## config.mk

```make
export PLATFORM = sky130hd
export DESIGN_NAME = hex_display_scheduler
export DESIGN_NICKNAME = d
export VERILOG_FILES = /design/src/rtl/hex_display_scheduler_pkg.sv /design/src/rtl/rr_arbiter2.sv /design/src/rtl/seg7disp.sv /design/src/rtl/hex_display_scheduler.sv
export SDC_FILE = /design/constraint.sdc
export NUM_CORES = 1
export LEC_CHECK = 0
export CAP_MARGIN = 20
export CORE_ASPECT_RATIO = 1.4
export CORE_MARGIN = 2
export CORE_UTILIZATION = 45
export CTS_CLUSTER_DIAMETER = 80
export DETAILED_ROUTE_END_ITERATION = 7
export GPL_TIMING_DRIVEN = 0
export PLACE_DENSITY_LB_ADDON = 0.3
export SYNTH_ARGS = -nofsm -noshare
export SYNTH_HDL_FRONTEND = slang
export SYNTH_SLANG_ARGS = --single-unit
```

## constraint.sdc

```tcl
create_clock -name clk -period 4.1 [get_ports clk]
set_input_delay 0.82 -clock clk [delete_from_list [all_inputs] [get_ports clk]]
set_output_delay 0.82 -clock clk [all_outputs]
set_load 0.02 [all_outputs]
```

## src/rtl/hex_display_scheduler_pkg.sv

```systemverilog
// Shared types and constants for the HEX display scheduler.
package hex_display_scheduler_pkg;

  localparam int unsigned NUM_REQ = 2;
  localparam int unsigned SEG_W   = 7;
  localparam int unsigned VAL_W   = 4;

  localparam logic [SEG_W-1:0] SEG_BLANK = 7'h7F;

  typedef enum logic [1:0] {
    IDLE   = 2'd0,
    DECODE = 2'd1,
    LATCH  = 2'd2
  } state_t;

endpackage

```

## src/rtl/rr_arbiter2.sv

```systemverilog
// Two-way round-robin arbiter; on a tie the requester not granted last wins.
//   clk, reset : clock, async active-high reset
//   en         : arbitration window open (grant may be consumed this cycle)
//   valid      : per-requester request pending
//   grant_c    : combinational one-hot grant
module rr_arbiter2 (
  input  logic       clk,
  input  logic       reset,
  input  logic       en,
  input  logic [1:0] valid,
  output logic [1:0] grant_c
);

  logic last_grant;

  // Grant decode: a lone requester wins; a tie goes to the other side of last_grant.
  always_comb begin
    grant_c = 2'b00;
    unique case (valid)
      2'b01:   grant_c = 2'b01;
      2'b10:   grant_c = 2'b10;
      2'b11:   grant_c = last_grant ? 2'b01 : 2'b10;
      default: grant_c = 2'b00;
    endcase
  end

  // Reset to 1 so requester 0 wins the first tie.
  always_ff @(posedge clk or posedge reset) begin
    if (reset) begin
      last_grant <= 1'b1;
    end else if (en && (|valid)) begin
      last_grant <= grant_c[1];
    end
  end

endmodule

```

## src/rtl/seg7disp.sv

```systemverilog
// Hex-to-7-segment decoder, active-low segments, bit 6 = g ... bit 0 = a.
//   hex   : 4-bit value to display
//   seg_c : combinational active-low segment pattern
module seg7disp (
  input  logic [3:0] hex,
  output logic [6:0] seg_c
);

  always_comb begin
    seg_c = 7'h7F;
    unique case (hex)
      4'h0: seg_c = 7'h40;
      4'h1: seg_c = 7'h79;
      4'h2: seg_c = 7'h24;
      4'h3: seg_c = 7'h30;
      4'h4: seg_c = 7'h19;
      4'h5: seg_c = 7'h12;
      4'h6: seg_c = 7'h02;
      4'h7: seg_c = 7'h78;
      4'h8: seg_c = 7'h00;
      4'h9: seg_c = 7'h10;
      4'hA: seg_c = 7'h08;
      4'hB: seg_c = 7'h03;
      4'hC: seg_c = 7'h46;
      4'hD: seg_c = 7'h21;
      4'hE: seg_c = 7'h06;
      4'hF: seg_c = 7'h0E;
      default: seg_c = 7'h7F;
    endcase
  end

endmodule

```

## src/rtl/hex_display_scheduler.sv

```systemverilog
// Shares one seg7disp between two digit-update requesters and latches the
// decoded pattern into per-digit HEX segment registers.
//   clk, reset : clock, async active-high reset
//   req_valid  : per-requester request pending
//   req_ready  : per-requester grant (combinational, IDLE only)
//   req_digit  : target digit per requester, slice [r*DIG_W +: DIG_W]
//   req_value  : hex value per requester, slice [r*4 +: 4]
//   req_blank  : per-requester blank flag (value ignored when set)
//   seg_out    : active-low segments, digit d at [d*7 +: 7]
//   busy       : FSM not in IDLE
//   drop       : one-cycle pulse in LATCH for an out-of-range digit
module hex_display_scheduler
  import hex_display_scheduler_pkg::*;
#(
  parameter int unsigned NUM_DIGITS = 4,
  parameter int unsigned DIG_W      = 2
) (
  input  logic                          clk,
  input  logic                          reset,
  input  logic [NUM_REQ-1:0]            req_valid,
  output logic [NUM_REQ-1:0]            req_ready,
  input  logic [NUM_REQ*DIG_W-1:0]      req_digit,
  input  logic [NUM_REQ*VAL_W-1:0]      req_value,
  input  logic [NUM_REQ-1:0]            req_blank,
  output logic [SEG_W*NUM_DIGITS-1:0]   seg_out,
  output logic                          busy,
  output logic                          drop
);

  localparam logic [DIG_W:0] DIGIT_LIMIT = (DIG_W+1)'(NUM_DIGITS);

  state_t             state_q, state_d;
  logic [NUM_REQ-1:0] grant_c;
  logic               idle_c;
  logic               xfer_c;
  logic               in_range_c;
  logic [SEG_W-1:0]   dec_seg_c;

  logic [DIG_W-1:0]   cur_digit;
  logic [VAL_W-1:0]   cur_value;
  logic               cur_blank;
  logic [SEG_W-1:0]   seg_pipe;

  assign idle_c     = (state_q == IDLE);
  assign xfer_c     = idle_c && (|req_valid);
  assign in_range_c = ({1'b0, cur_digit} < DIGIT_LIMIT);

  rr_arbiter2 u_arb (
    .clk     (clk),
    .reset   (reset),
    .en      (idle_c),
    .valid   (req_valid),
    .grant_c (grant_c)
  );

  seg7disp u_dec (
    .hex   (cur_value),
    .seg_c (dec_seg_c)
  );

  // FSM state register.
  always_ff @(posedge clk or posedge reset) begin
    if (reset) begin
      state_q <= IDLE;
    end else begin
      state_q <= state_d;
    end
  end

  // Next state and ready; ready is only offered while idle.
  always_comb begin
    state_d   = state_q;
    req_ready = '0;
    unique case (state_q)
      IDLE: begin
        req_ready = grant_c;
        if (|req_valid) state_d = DECODE;
      end
      DECODE:  state_d = LATCH;
      LATCH:   state_d = IDLE;
      default: state_d = IDLE;
    endcase
  end

  // Capture, decode, latch datapath plus registered status flags.
  always_ff @(posedge clk or posedge reset) begin
    if (reset) begin
      cur_digit <= '0;
      cur_value <= '0;
      cur_blank <= 1'b0;
      seg_pipe  <= SEG_BLANK;
      seg_out   <= {NUM_DIGITS{SEG_BLANK}};
      busy      <= 1'b0;
      drop      <= 1'b0;
    end else begin
      busy <= (state_d != IDLE);
      // drop is registered on the DECODE->LATCH edge so it is high during LATCH.
      drop <= (state_q == DECODE) && !in_range_c;

      if (xfer_c) begin
        if (grant_c[1]) begin
          cur_digit <= req_digit[DIG_W +: DIG_W];
          cur_value <= req_value[VAL_W +: VAL_W];
          cur_blank <= req_blank[1];
        end else begin
          cur_digit <= req_digit[0 +: DIG_W];
          cur_value <= req_value[0 +: VAL_W];
          cur_blank <= req_blank[0];
        end
      end

      if (state_q == DECODE) begin
        seg_pipe <= cur_blank ? SEG_BLANK : dec_seg_c;
      end

      if ((state_q == LATCH) && in_range_c) begin
        for (int d = 0; d < int'(NUM_DIGITS); d++) begin
          if (cur_digit == DIG_W'(d)) begin
            seg_out[d*SEG_W +: SEG_W] <= seg_pipe;
          end
        end
      end
    end
  end

endmodule
```

; Yosys cells after proc, flatten, opt, wreduce, memory -nomap -nowiden
; Memory sizes are Yosys's and may differ from the RTL's.
; Index checks and enable logic that the tools add are counted.
[classes]
n_reduce_logical = 9
muxes = 9
eq_ne = 8
[op_table]
columns = op, count
row1 = "2-bit equality test, second input constant", 5
row2 = 2-bit 2-to-1 mux, 4
row3 = 2-bit AND reduction, 4
row4 = 7-bit 2-to-1 mux, 1
row5 = "2-bit by 1-bit equality test with 1-bit output, second input constant", 3
row6 = 2-bit one-hot mux with 3 select lines, 1
row7 = 2-bit zero test, 2
row8 = 4-bit 2-to-1 mux, 1
row9 = 2-bit one-hot mux with 2 select lines, 1
row10 = 2-bit nonzero test, 1
row11 = 2-bit OR reduction, 1
row12 = 1-bit logical AND, 1
row13 = 1-bit 2-to-1 mux, 1
[word_totals]
inputBits = 18
reg_bits = 46
mem_bits_ro = 112
n_memories = 1
word_cells = 38
[memory_table]
columns = name, words, word_bits, rd, rd_clocked_by_memory_dff, wr, line
row1 = (no name shown), 16, 7, 1, 0, 0, seg7disp.sv:11  ; unique case (hex)

; Logic depth before layout (Yosys ltp)
; Gate-level depths: netlist of run 1.
[logic_depth]
ltp_word = 4
depth_mapped = 5
ltp_nobuf = 5

; By module
; A second synthesis of run 1 with hierarchy kept.
[unflattened]
cells_unflattened = 167
area_unflattened_um2 = 2214.6
[modules_own_cells]
columns = mod, instances, seq_area_each_um2, cells_each, area_each_um2
row1 = hex_display_scheduler, 1, 1169.9, 128, 1879.3
row2 = seg7disp, 1, 0.0, 32, 275.3
row3 = rr_arbiter2, 1, 26.3, 7, 60.1

; Worst setup path before layout of run 1
; No wires, ideal clock.
[synth_timing]
path_type = input -> output
startpoint = input req_valid[1]
endpoint = output req_ready[1]
cell_stages = 3
path_buffers = 1
arrival_ps = 1619
path_slack_ps = 1661
path_cell_list = a21bo_2 buf_6 nor3_1
[synth_via]
elab_chain_len = 3
[synth_rtl]
columns = item, line
row1 = from (decl), hex_display_scheduler.sv:20  ; input logic [NUM_REQ-1:0] req_valid,
row2 = 2-bit equality test / 2-bit by 1-bit equality test with 1-bit output (equally long branches), rr_arbiter2.sv:19  ; unique case (valid)
row3 = 2-bit one-hot mux with 3 select lines (*), rr_arbiter2.sv:19
row4 = 2-bit 2-to-1 mux (*), hex_display_scheduler.sv:74  ; unique case (state_q)
row5 = to (decl), hex_display_scheduler.sv:21  ; output logic [NUM_REQ-1:0] req_ready,
; Mark *: on every way between the ends. The rest lies on a longest branch, timed or not.

; Final worst setup path of run 1
; Same ends and word-level chain as after synthesis.

==> reports/qor.csv, run 1 <==
stage;metric;value;unit
detailed_routing;1st-iter DRT viols;57;
yosys;Yosys reg bits;46;
setup_path;CP delay by family, top;buffers and inverters;
sta;Max Freq;301;MHz
setup_path;Worst Path Arrival;2.50;ns
cts;post-CTS setup buffers;0;
yosys;Avg Cell Area, Syn;13.9;um^2
cts;# hold bufs at CTS;0;
setup_path;critical path peak fanout;9;
cells_and_area;area delta synth->final;29.7;%
sta;min Tclk post-route;3.32;ns
pwr;VDD IR max;0.348;mV
sta;setup_tns;0;ns
sta;Slew Limit Headroom;38.8;%
cts;clock slew at reported path FFs;0.08;ns
setup_path;CP max-delay cell;clkdlybuf4s50_1;
sta;Final setup viols;0;
min_path;min-delay worst type;flip-flop to flip-flop;
detailed_routing;DRT Wirelength;4270;um
setup_path;cells along the critical path;clkdlybuf4s50_1, a21bo_2, buf_6, nor3_1, clkdlybuf4s50_1;
yosys;Synth Area in Compound Gates;7.94;%
run;MaxCap Viol Count;0;
floorplan;row count;29;
placed_design;PortBufs;48;
global_routing;grt total ovfl;0;
global_routing;first-pass GRT wire length;7200;um
cells_and_area;proportion of layout cells with a drive suffix above 1;44.6;%
setup_path;Crit. End Element;primary output;
cells_and_area;Layout Nets;237;
global_routing;total track usage;16.9;%
cts;CTS tree;done;
detailed_routing;routed len/inst;15.5;um
cts;PostCTS Resize Cnt;0;
cts;Clock Latency Late Sink;0.30;ns
cts;CTS buffer count;5;
setup_path;worst path bufs/invs;3;
floorplan;die area;5410;um^2
sta;Final Hold Fails;0;
sta;RSZ-0062 raised after global routing;false;
yosys;mux share of post-synthesis cell area;22.4;%
pwr;Leakage;1.14;nW
detailed_routing;drt pass-1 iters;4;
yosys;sequential cell area fraction in the yosys report;55.0;%
cts;clock sink count;46;
setup_path;CP most frequent cell;clkdlybuf4s50_1;
yosys;Mapped Cells;157;
placed_design;pre-CTS setup slack;0.770;ns
floorplan;Die Span X;62.8;um
sta;Worst-Margin Slew;0.917;ns
setup_path;Req. time, crit path;3.28;ns
cells_and_area;area of the multi-input gates;915;um^2
setup_path;worst setup path category;input port to primary output;
sta;setup slack after layout;0.778;ns
global_routing;initial antenna violation count;0;
cts;Bufs on Longest Clock Path;2;
detailed_routing;routed vias;1428;
yosys;Post-Synthesis Net Count;182;
yosys;post-synthesis adder-cell area fraction;4.03;%
setup_path;CP Launch Type;input port;
status;outcome;complete, no violations;
detailed_routing;drt via density;5.19;
cells_and_area;Reg area;1200;um^2
pwr;PwrDens;860;nW/um^2
floorplan;Die Y;86.3;um
floorplan;# IOs;50;
yosys;yosys warns;0;
cts;H-tree depth;2;
cells_and_area;diode count;0;
cts;root buffer cell;clkbuf_8;
yosys;Post-Synth Simple-Gate Area;7.54;%
yosys;combinational family with the most area after synthesis;multiplexers;
placed_design;RePlAce Congestion;0.926;
setup_path;Worst path max stage delay;0.64;ns
sta;max-slew violation count;0;
detailed_routing;# DRC;0;
sta;fin crit share;81.0;%
sta;skew final;0.00496;ns
floorplan;initial core utilization;47.2;%
yosys;Synth Area in XOR/XNOR;0;%
global_routing;vias in the first global route;1542;
global_routing;largest net degree at the start of global routing;47;
floorplan;core area;4610;um^2
yosys;Mapped Area;2170;um^2
cells_and_area;fillers;407;
yosys;Yosys cell types;33;
placed_design;HPWL after detailed placement;3250;um
detailed_routing;post-route antenna net violation count;0;
[layer usage]
layer / GRT usage [%] / routed length (um)
met2: 33.0 / 2430
met5: 0 / 0
met1: 18.1 / 1640
met4: 6.06 / 53
met3: 2.86 / 149
[layout make-up]
cell class | instances | share of cell area (%)
flip-flops and latches | 46 | 42.4
multi-input cells | 98 | 32.4
repair buffers | 48 | 17.0
well taps | 62 | 2.75
clock buffers | 5 | 2.44
plain buffers | 6 | 1.33
inverters | 7 | 0.931
clock inverters | 3 | 0.710
[cells in the mapped netlist (all sizes together)]
| library cell | number | area [um^2] |
|---|---|---|
| a2bb2oi | 1 | 8.76 |
| or3b | 1 | 11.3 |
| a311oi | 2 | 17.5 |
| conb | 1 | 3.75 |
| nor4b | 1 | 23.8 |
| nor2b | 3 | 18.8 |
| dfrtp | 10 | 250 |
| nand4b | 1 | 8.76 |
| or2b | 1 | 7.51 |
| a21bo | 1 | 10.0 |
| a2111oi | 2 | 42.5 |
| buf | 5 | 33.8 |
| a211o | 3 | 26.3 |
| or3 | 1 | 6.26 |
| a31oi | 5 | 31.3 |
| clkinv | 1 | 3.75 |
| clkbuf | 1 | 3.75 |
| a21oi | 4 | 20.0 |
| o21ai | 1 | 8.76 |
| nand2 | 3 | 11.3 |
| mux2i | 7 | 70.1 |
| and4bb | 2 | 25.0 |
| nor2 | 11 | 41.3 |
| nor3 | 1 | 5.00 |
| dfstp | 36 | 946 |
| o21bai | 1 | 7.51 |
| ha | 7 | 87.6 |
| mux2 | 37 | 417 |
| inv | 6 | 22.5 |
| nand3 | 1 | 5.00 |
[worst paths after layout]
path                                  startpoint          endpoint  slack (ns)  depth (start not counted)
worst max register to register      cur_value[1]       seg_pipe[0]        2.48                          5
worst min-delay path            u_arb.last_grant  u_arb.last_grant        0.53                          2
worst max-delay path                req_valid[1]      req_ready[1]        0.78                          5
min in group asynchronous                  reset      cur_digit[1]        1.04                          2
worst min register to register  u_arb.last_grant  u_arb.last_grant        0.53                          2
max in group asynchronous                  reset      cur_value[0]        2.49                          2
[state kept, by name, indices dropped and copies added, names as in the netlist]
name / count
u_arb.last_grant: 1
seg_pipe: 7
state_q: 2
seg_out: 28
busy: 1
cur_value: 4
cur_digit: 2
cur_blank: 1
[power by group]
part	total, mW	switching, mW	internal, mW
registers	0.991	0.187	0.804
clock network	0.272	0.152	0.120
logic	1.16	0.563	0.599
total	2.43	0.902	1.52
[cells in the final DEF, fill, tap and decap left out, drive strengths merged, types with 2 or more instances in the layout]
cell,instances
clkdlybuf4s50,48
mux2,37
dfstp,36
nor2,11
dfrtp,10
mux2i,7
ha,7
inv,7
clkbuf,6
a31oi,5
buf,5
a21oi,4
nor2b,3
a211o,3
nand2,3
clkinv,3
and4bb,2
a311oi,2
a2111oi,2
[tightest hold or removal path, cell delays in order, from the launching register on]
cell and delay, ns:
dfstp_2 0.38, a21oi_1 0.10, a31oi_1 0.05
[through the flow]
step | util, % | instance area (um^2) | hold slack (ns) | power [mW] | cells
detailed placement | 59.3 | 2730 | 0.519 | 2.17 | 267
CTS | 61.2 | 2820 | 0.530 | 2.45 | 275
floorplan | - | 2170 | 0.495 | 1.70 | 157
global route | 61.2 | 2820 | 0.549 | 2.58 | 275
finish | 61.2 | 2820 | 0.530 | 2.43 | 275
global placement | 59.3 | 2730 | 0.513 | 2.11 | 267
[kinds of logic after synthesis]
logic type / count (synthesis)
buffers and inverters: 13
and+or+nand+nor: 26
AOI/OAI and AO/OA: 20
other: 1
muxes: 44
adders and majority gates: 7
DFF: 46
(Power assumes the default switching activity.)
==> run 2: changes to the inputs <==
==> constraint.sdc (replaced) <==
create_clock -name clk -period 3.3 [get_ports clk]
set_input_delay 0.66 -clock clk [delete_from_list [all_inputs] [get_ports clk]]
set_output_delay 0.66 -clock clk [all_outputs]
set_load 0.02 [all_outputs]
==> results of run 2 <==
Same layout as run 1 (identical final DEF). Status: complete, no violations.
Main changes from that run: setup slack after placement 0.770 ns -> 0.290 ns; setup slack after layout 0.778 ns -> 0.298 ns; register-to-register setup slack 2.48 ns -> 1.68 ns; total power 2.43 mW -> 3.01 mW; worst IR drop on VDD 0.348 mV -> 0.433 mV
